## src/rtl/decode_pkg.sv

```systemverilog
// rtl/decode_pkg.sv - opcode constants, FSM encoding and field-decode helpers for decode
package decode_pkg;

  localparam logic [5:0] OP_RTYPE = 6'h00;
  localparam logic [5:0] OP_J     = 6'h02;
  localparam logic [5:0] OP_JAL   = 6'h03;
  localparam logic [5:0] OP_BEQ   = 6'h04;
  localparam logic [5:0] OP_BNE   = 6'h05;
  localparam logic [5:0] OP_ANDI  = 6'h0C;
  localparam logic [5:0] OP_ORI   = 6'h0D;
  localparam logic [5:0] OP_XORI  = 6'h0E;
  localparam logic [5:0] OP_LW    = 6'h23;
  localparam logic [5:0] OP_LB    = 6'h20;
  localparam logic [5:0] OP_LBU   = 6'h24;
  localparam logic [5:0] OP_LH    = 6'h21;
  localparam logic [5:0] OP_LHU   = 6'h25;
  localparam logic [5:0] OP_SW    = 6'h2B;
  localparam logic [5:0] OP_SB    = 6'h28;
  localparam logic [5:0] OP_SH    = 6'h29;

  typedef enum logic {ST_RUN = 1'b0, ST_HOLD = 1'b1} state_t;

  function automatic logic is_no_write(input logic [5:0] op);
    return op inside {OP_SW, OP_SB, OP_SH, OP_BEQ, OP_BNE, OP_J};
  endfunction

  function automatic logic is_load(input logic [5:0] op);
    return op inside {OP_LW, OP_LB, OP_LBU, OP_LH, OP_LHU};
  endfunction

  function automatic logic [31:0] ext_imm(input logic [31:0] insn);
    if (insn[31:26] inside {OP_ANDI, OP_ORI, OP_XORI})
      return {16'h0000, insn[15:0]};
    return {{16{insn[15]}}, insn[15:0]};
  endfunction

  function automatic logic [4:0] dest_of(input logic [31:0] insn, input logic [4:0] ra);
    if (insn[31:26] == OP_RTYPE)   return insn[15:11];
    if (insn[31:26] == OP_JAL)     return ra;
    if (is_no_write(insn[31:26]))  return 5'd0;
    return insn[20:16];
  endfunction

endpackage

```

## src/rtl/decode_regfile.sv

```systemverilog
// rtl/decode_regfile.sv - 32x32 register file, 2 async read ports, 1 write port; DECODE_WB_BYPASS_EN enables write-through reads
module decode_regfile
  import decode_pkg::*;
(
  input  logic        i_clk,
  input  logic        i_rst_n,
  input  logic        i_we,
  input  logic [4:0]  i_waddr,
  input  logic [31:0] i_wdata,
  input  logic [4:0]  i_raddr_a,
  input  logic [4:0]  i_raddr_b,
  output logic [31:0] o_rdata_a,
  output logic [31:0] o_rdata_b
);

  logic [31:0] r_regs [32];
  logic        w_wr_en;

  assign w_wr_en = i_we && (i_waddr != 5'd0);

  always_ff @(posedge i_clk or negedge i_rst_n) begin
    if (!i_rst_n) begin
      for (int i = 0; i < 32; i++) r_regs[i] <= '0;
    end else if (w_wr_en) begin
      r_regs[i_waddr] <= i_wdata;
    end
  end

  function automatic logic [31:0] read_port(input logic [4:0] addr);
    if (addr == 5'd0) return 32'h0;
`ifdef DECODE_WB_BYPASS_EN
    if (w_wr_en && (i_waddr == addr)) return i_wdata;
`endif
    return r_regs[addr];
  endfunction

  assign o_rdata_a = read_port(i_raddr_a);
  assign o_rdata_b = read_port(i_raddr_b);

endmodule

```

## src/rtl/decode.sv

```systemverilog
// rtl/decode.sv - MIPS decode stage with ID/EX register and load-use stall; honours DECODE_WB_BYPASS_EN via decode_regfile
module decode
  import decode_pkg::*;
#(
  parameter logic [31:0] NOP_INSN = 32'h00000000,
  parameter logic [4:0]  RA_REG   = 5'd31
) (
  input  logic        clk_in,
  input  logic        rst_n_in,
  input  logic [31:0] pc_in,
  input  logic [31:0] insn_in,
  input  logic        insn_valid_in,
  input  logic        wb_we_in,
  input  logic [4:0]  wb_addr_in,
  input  logic [31:0] wb_data_in,
  output logic        stall_out,
  output logic        valid_out,
  output logic [31:0] pc_out,
  output logic [5:0]  opcode_out,
  output logic [5:0]  funct_out,
  output logic [4:0]  shamt_out,
  output logic [4:0]  rs_out,
  output logic [4:0]  rt_out,
  output logic [4:0]  dest_out,
  output logic        reg_write_out,
  output logic        mem_read_out,
  output logic [31:0] rs_data_out,
  output logic [31:0] rt_data_out,
  output logic [31:0] imm_out,
  output logic [25:0] target_out
);

  state_t      r_state, w_state_next;
  logic [31:0] r_hold_pc, r_hold_insn;
  logic        r_hold_valid;

  logic [31:0] w_cur_pc, w_cur_insn, w_sel_insn;
  logic        w_cur_valid, w_hz, w_issue, w_capture;
  logic [31:0] w_rs_data, w_rt_data;

  assign w_cur_pc    = (r_state == ST_HOLD) ? r_hold_pc    : pc_in;
  assign w_cur_insn  = (r_state == ST_HOLD) ? r_hold_insn  : insn_in;
  assign w_cur_valid = (r_state == ST_HOLD) ? r_hold_valid : insn_valid_in;

  // Only a real current instruction can depend on the load sitting in ID/EX.
  assign w_hz = valid_out && mem_read_out && (dest_out != 5'd0) && w_cur_valid &&
                ((dest_out == w_cur_insn[25:21]) || (dest_out == w_cur_insn[20:16]));
  assign stall_out = w_hz;

  decode_regfile u_regfile (
    .i_clk     (clk_in),
    .i_rst_n   (rst_n_in),
    .i_we      (wb_we_in),
    .i_waddr   (wb_addr_in),
    .i_wdata   (wb_data_in),
    .i_raddr_a (w_cur_insn[25:21]),
    .i_raddr_b (w_cur_insn[20:16]),
    .o_rdata_a (w_rs_data),
    .o_rdata_b (w_rt_data)
  );

  always_comb begin
    w_state_next = r_state;
    w_issue      = 1'b0;
    w_capture    = 1'b0;
    case (r_state)
      ST_RUN: begin
        if (w_hz) begin
          w_capture    = 1'b1;
          w_state_next = ST_HOLD;
        end else begin
          w_issue = w_cur_valid;
        end
      end
      ST_HOLD: begin
        w_issue      = w_cur_valid && !w_hz;
        w_state_next = w_hz ? ST_HOLD : ST_RUN;
      end
      default: w_state_next = ST_RUN;
    endcase
  end

  assign w_sel_insn = w_issue ? w_cur_insn : NOP_INSN;

  always_ff @(posedge clk_in or negedge rst_n_in) begin
    if (!rst_n_in) begin
      r_state       <= ST_RUN;
      r_hold_pc     <= '0;
      r_hold_insn   <= '0;
      r_hold_valid  <= 1'b0;
      valid_out     <= 1'b0;
      pc_out        <= '0;
      opcode_out    <= '0;
      funct_out     <= '0;
      shamt_out     <= '0;
      rs_out        <= '0;
      rt_out        <= '0;
      dest_out      <= '0;
      reg_write_out <= 1'b0;
      mem_read_out  <= 1'b0;
      rs_data_out   <= '0;
      rt_data_out   <= '0;
      imm_out       <= '0;
      target_out    <= '0;
    end else begin
      r_state <= w_state_next;
      if (w_capture) begin
        r_hold_pc    <= pc_in;
        r_hold_insn  <= insn_in;
        r_hold_valid <= insn_valid_in;
      end
      valid_out     <= w_issue;
      pc_out        <= w_issue ? w_cur_pc : 32'h0;
      opcode_out    <= w_sel_insn[31:26];
      funct_out     <= w_sel_insn[5:0];
      shamt_out     <= w_sel_insn[10:6];
      rs_out        <= w_sel_insn[25:21];
      rt_out        <= w_sel_insn[20:16];
      dest_out      <= dest_of(w_sel_insn, RA_REG);
      reg_write_out <= w_issue && !is_no_write(w_sel_insn[31:26]);
      mem_read_out  <= w_issue && is_load(w_sel_insn[31:26]);
      rs_data_out   <= w_issue ? w_rs_data : 32'h0;
      rt_data_out   <= w_issue ? w_rt_data : 32'h0;
      imm_out       <= ext_imm(w_sel_insn);
      target_out    <= w_sel_insn[25:0];
    end
  end

endmodule

```

## config.mk

```make
export PLATFORM = sky130hd
export DESIGN_NAME = decode
export DESIGN_NICKNAME = d
export VERILOG_FILES = /design/src/rtl/decode_pkg.sv /design/src/rtl/decode_regfile.sv /design/src/rtl/decode.sv
export SDC_FILE = /design/constraint.sdc
export NUM_CORES = 2
export LEC_CHECK = 0
export BUFFER_PORTS_ARGS = -buffer_cell sky130_fd_sc_hd__buf_2
export CAP_MARGIN = 5
export CORE_UTILIZATION = 25
export DETAILED_ROUTE_END_ITERATION = 8
export GPL_TIMING_DRIVEN = 0
export HOLD_SLACK_MARGIN = 0.02
export PLACE_DENSITY = 0.44
export SLEW_MARGIN = 30
export SYNTH_ARGS = -nofsm -noshare
export SYNTH_HDL_FRONTEND = slang
export SYNTH_SLANG_ARGS = --single-unit
```

## constraint.sdc

```tcl
create_clock -name clk_in -period 2.7 [get_ports clk_in]
set_clock_uncertainty 0.15 [all_clocks]
set_input_delay 0.135 -clock clk_in [delete_from_list [all_inputs] [get_ports clk_in]]
set_output_delay 0.135 -clock clk_in [all_outputs]
set_load 0.03 [all_outputs]
```

## After elaboration in Yosys (flattened, before gate mapping)

Index checks and enable logic that the tools add are counted.

- Flip-flop bits (word level): 1,279
- Input port bits: 105
- Output and inout bits: 190
- Logic and storage cells: 136

- $lt $le $gt $ge: 4
- Equal/unequal tests: 17
- Multiplexer cells: 41
- Bitwise operators: 4
- Reductions and logical operators: 20

Operators with widths:

| cell | number |
|---|---|
| 1024-bit bitwise mux | 1 |
| 32-bit 2-to-1 mux | 17 |
| 32-bit binary-select mux with 5-bit select | 2 |
| 32-bit demux with 5-bit select | 1 |
| 6-bit equality test, second input constant | 8 |
| 5-bit 2-to-1 mux | 6 |
| 6-bit by 4-bit equality test with 1-bit output, second input constant | 3 |
| 6-bit greater-or-equal comparator, second input constant | 3 |
| 5-bit NOT with 6-bit output | 3 |
| 5-bit nonzero test | 3 |
| 1-bit 2-to-1 mux | 13 |
| 6-bit by 2-bit equality test with 1-bit output, second input constant | 2 |
| 6-bit by 3-bit equality test with 1-bit output, second input constant | 2 |
| 5-bit equality test | 2 |
| 5-bit logical NOT | 2 |
| 1-bit logical AND | 9 |
| 6-bit logical NOT | 1 |
| 6-bit by 1-bit less-than comparator with 1-bit output, second input constant | 1 |
| 6-bit nonzero test | 1 |
| 3-bit nonzero test | 1 |
| 1-bit logical NOT | 2 |
| 1-bit case mux with 2 select lines | 1 |
| 1-bit logical OR | 1 |
| 1-bit NOT | 1 |

## Logic depth before layout (Yosys ltp)

- Word-level depth: 16
- Depth in mapped cells: 12
- Gate-level depth less buffers: 6

## Modules after synthesis

From an unflattened synthesis, not the netlist that was laid out.

- Cells, all modules: 4,230
- Area total of the unflattened synthesis: 62,567.5 µm²

Modules (own cells, without submodules):

| module | instances | cells each | area each (µm²) | sequential area each (µm²) |
|---|---|---|---|---|
| decode_regfile | 1 | 3,621 | 54,452.2 | 25,624.6 |
| decode | 1 | 609 | 8,115.3 | 5,079.9 |

## Least setup slack after synthesis

No wires, ideal clock.

- Kind: register -> register
- Start point: register r_state
- End point: register rs_data_out[19]
- Setup time: 0.136 ns
- Arrival: 2.301 ns
- Data required time: 2.414 ns
- Setup slack: 0.113 ns
- Stages on the path, launching flop included: 10
- Period minus slack after synthesis: 2.587 ns
- Cell sequence: dfrtp_1 -> buf_2 -> mux2_2 -> buf_2 -> buf_4 -> buf_2 -> mux4_2 -> a221oi_1 -> and3_1 -> nor3_1

- Longest elaborated chain between the ends: 8

Ends and longest elaborated chain:

| item | RTL line | RTL |
|---|---|---|
| start, declared | decode.sv:33 | `state_t r_state, w_state_next;` |
| start signal, assigned | decode.sv:106 | `r_state <= w_state_next;` |
| branches (longest 7 deep; another with 32-bit 2-to-1 mux) | -- |  |
| 32-bit 2-to-1 mux * | decode.sv:122 | `rs_data_out <= w_issue ? w_rs_data : 32'h0;` |
| end signal, assigned | decode.sv:122 |  |
| end, declared | decode.sv:27 | `output logic [31:0] rs_data_out,` |

Every way passes the cells marked *. The select of a mux whose other input is x is not followed.
A chain may end at the register's enable or synchronous reset.

## Worst setup path in the final report

- Start point: register r_state
- End point: register rs_data_out[25]

Same word-level chain as after synthesis.

==> results_dict.tcl <==
set metrics [dict create \
    max_freq_mhz 318 \
    ys_types 58 \
    dieArea_um2 251000 \
    netlist_instances 5164 \
    grt_antenna_before_repair 28 \
    synthTopCellsByCount "dfrtp_1, mux2_2, nand2_1" \
    hold_path.class "primary input to flip-flop" \
    cts.sinks 1227 \
    async_flop_share_pct 100 \
    worst_pin_slew_ns 1.17 \
    ant_nets 0 \
    core_area_um2 247000 \
    worstPathCellList "buf_8, mux2_4, buf_12, buf_16, buf_12, buf_12, mux4_2, a22o_1, a221oi_2, buf_4, and3_4, nor3_2" \
    slowest_stage "mux4_2" \
    tns_ns -32.12 \
    critPathLaunchType "flip-flop" \
    violations "negative setup slack" \
    grt_max_degree 113 \
    cts_tree "done" \
    cap_violations 0 \
    gp_routability_congestion 0.942 \
    ys_seq_area_share_pct 49.4 \
    die_x_um 501 \
    synth_area_per_cell_um2 12.0 \
    drc 0 \
    synth_top_area_share_pct 49.4 \
    path_common_cell "buf_12" \
    initial_core_util_pct 25.2 \
    relSlewSlack_pct 22.1 \
    synth_seq_cells 1227 \
    die_h_um 501 \
    syn-num-nets 5269 \
    critPathMaxStageDelay_ns 0.46 \
    hold_violations 0 \
    timing.final.crit_share_pct 117 \
    syn_to_final_growth_pct 34.9 \
    yosysMostFrequentCell "dfrtp_1" \
    ios 295 \
    rsz0062_at_grt "yes" \
    final_net_count 6092 \
    ir_drop_uv 602 \
    portBuffers 294 \
    grt-ovfl-total 0 \
    cts_buffers 144 \
    via_per_inst 5.40 \
    path_max_fanout 7 \
    crit_type "flip-flop to flip-flop" \
    critical_path_arrival_ns 3.65 \
    first_global_vias 50007 \
    final_cell_area_um2 83900 \
    status "finished, violations left" \
    drv_slew 0 \
    htreeDepth 4 \
    period_needed_ns 3.15 \
    synth_edf_count 0 \
    worstSkewPairLatency_ns 0.81 \
    drt_first_iter_violations 5869 \
    timing.final.ws_setup_ns -0.449 \
    first_pass_iters 7 \
    yosysTopAreaCell "dfrtp_1" \
    synthTopCellsByArea "dfrtp_1, mux2_2, mux4_2" \
    path_clk_slew_ns 0.06 \
    required_ns 3.20 \
    ys_warn_count 0 \
    endpoint_kind "flip-flop" \
    ys.flop_type "dfrtp_1" \
    clock_path_buffers 3 \
    rows 182 \
    dp_hpwl_mm 213 \
    drive_above_1_share_pct 45.0 \
    num_vias 50936 \
    wl_per_cell_um 32.5 \
    dpl_worst_slack_ns -2.57 \
    clockRootBuffer "clkbuf_16" \
    dpl_cell_area_um2 68900 \
    drt-total-wl_mm 307 \
    p_leak_nw 35.6 \
    p_per_area_nw_per_um2 676 \
    setup_violations 153 \
    netlist_area_um2 62200 \
    grtUsageTotal_pct 23.6 \
    grt_pass1_wl_mm 413 \
]
per-stage QoR:
step | power (mW) | utilization (%) | cells | hold WS (ns)
6_report | 56.7 | 34.0 | 9427 | 0.0423
5_1_grt | 58.7 | 34.0 | 9418 | 0.0487
4_1_cts | 56.0 | 32.6 | 9323 | 0.0200
3_5_place_dp | 34.0 | 27.9 | 8815 | -0.0592
3_3_place_gp | 33.6 | 27.5 | 8770 | 0.217
2_1_floorplan | 29.8 | - | 5164 | -0.311
cell usage in the layout (no fill, tap or decap), types with 20 or more instances in the layout:
cell type	netlist	layout
a31oi_2	0	20
buf_16	0	43
clkbuf_2	0	50
buf_6	12	54
buf_12	0	101
nand2_1	906	876
buf_4	64	158
clkbuf_4	0	48
and3_4	0	49
a22o_1	63	57
buf_1	60	30
nand4_1	64	64
a32oi_1	66	27
nor2_1	28	23
nor3_1	106	74
mux2i_1	139	125
dfrtp_1	1227	1227
clkinv_2	0	25
buf_2	81	313
a221oi_4	0	47
buf_8	0	38
clkbuf_16	0	180
mux2_1	94	46
nand3_1	259	253
clkbuf_1	358	198
a31oi_1	159	103
a211oi_4	0	23
mux2_2	967	962
a32oi_2	0	37
mux2_4	0	53
dlygate4sd3_1	0	170
clkbuf_8	0	85
mux4_2	256	256
a31oi_4	0	36
area by class of cell:
| cell class | count | area, µm² |
|---|---|---|
| inverter | 10 | 37.5 |
| clock buffer | 216 | 4320 |
| tap | 3312 | 4140 |
| clock inverter | 46 | 578 |
| multi-input combinational | 3352 | 32400 |
| buffer | 569 | 4980 |
| fill | 24380 | 163000 |
| timing repair buffer | 683 | 6680 |
| antenna | 12 | 30.0 |
| sequential | 1227 | 30700 |
worst max-delay path: cells and delay by family (launching register included):
kind	cells	cell delay (ns)
compound gates	2	0.39
buf+inv	6	0.94
flops	1	0.38
mux	2	0.86
simple gates	2	0.25
power by group:
part           internal [mW]  total (mW)  switching [mW]  leakage (nW)
sequential              21.5        23.8            2.36          15.9
clock                   12.1        20.7            8.60          2.43
combinational           5.98        12.2            6.21          17.4
total                   39.5        56.7            17.2          35.6
path summary, 6_finish.rpt:
check	endpoint	slack (ns)	from	depth (start not counted)
max	rs_data_out[25]	-0.45	r_state	12
min	u_regfile.r_regs[594]	0.04	wb_data_in[18]	3
max reg2reg	rs_data_out[25]	-0.45	r_state	12
min reg2reg	u_regfile.r_regs[1007]	0.32	u_regfile.r_regs[1007]	1
max in group asynchronous	u_regfile.r_regs[261]	0.29	rst_n_in	12
min in group asynchronous	target_out[12]	0.24	rst_n_in	6
kinds of logic after synthesis:
family,Yosys count,synth area share (%)
mux,1458,30.8
flops,1227,49.4
simple gates,1467,10.3
xor+xnor,10,0.141
buf+inv,585,4.22
compound gates,417,5.16
routing by layer:
metal | wire, µm | vias up | share of wire, % | GRT usage, %
met5 | 96 | - | 0.031 | 0
met4 | 16000 | 14 | 5.2 | 10.4
met3 | 30600 | 698 | 10 | 6.69
met2 | 133000 | 2852 | 43 | 35.7
met1 | 127000 | 26859 | 41 | 31.2
li1 | - | 20513 | - | -
sequential cells by signal, summed over array words and instances, names as in the netlist:
signal and count:
dest_out 5, r_hold_valid 1, r_hold_pc 32, rs_data_out 32
opcode_out 6, u_regfile.r_regs 1024, pc_out 32, rt_data_out 32
r_state 1, valid_out 1, reg_write_out 1, rs_out 1
target_out 25, mem_read_out 1, r_hold_insn 32, imm_out 1
timing repair:
action / CTS / global route
hold buffers: 177 / 0
buffers inserted: 65 / 77
pin swaps: 38 / 175
hold endpoints to repair: 1014 / 0
gates resized for setup: 902 / 490
endpoints found under the setup margin: 293 / 386
cloned: 6 / 23
(Power assumes the default switching activity.)
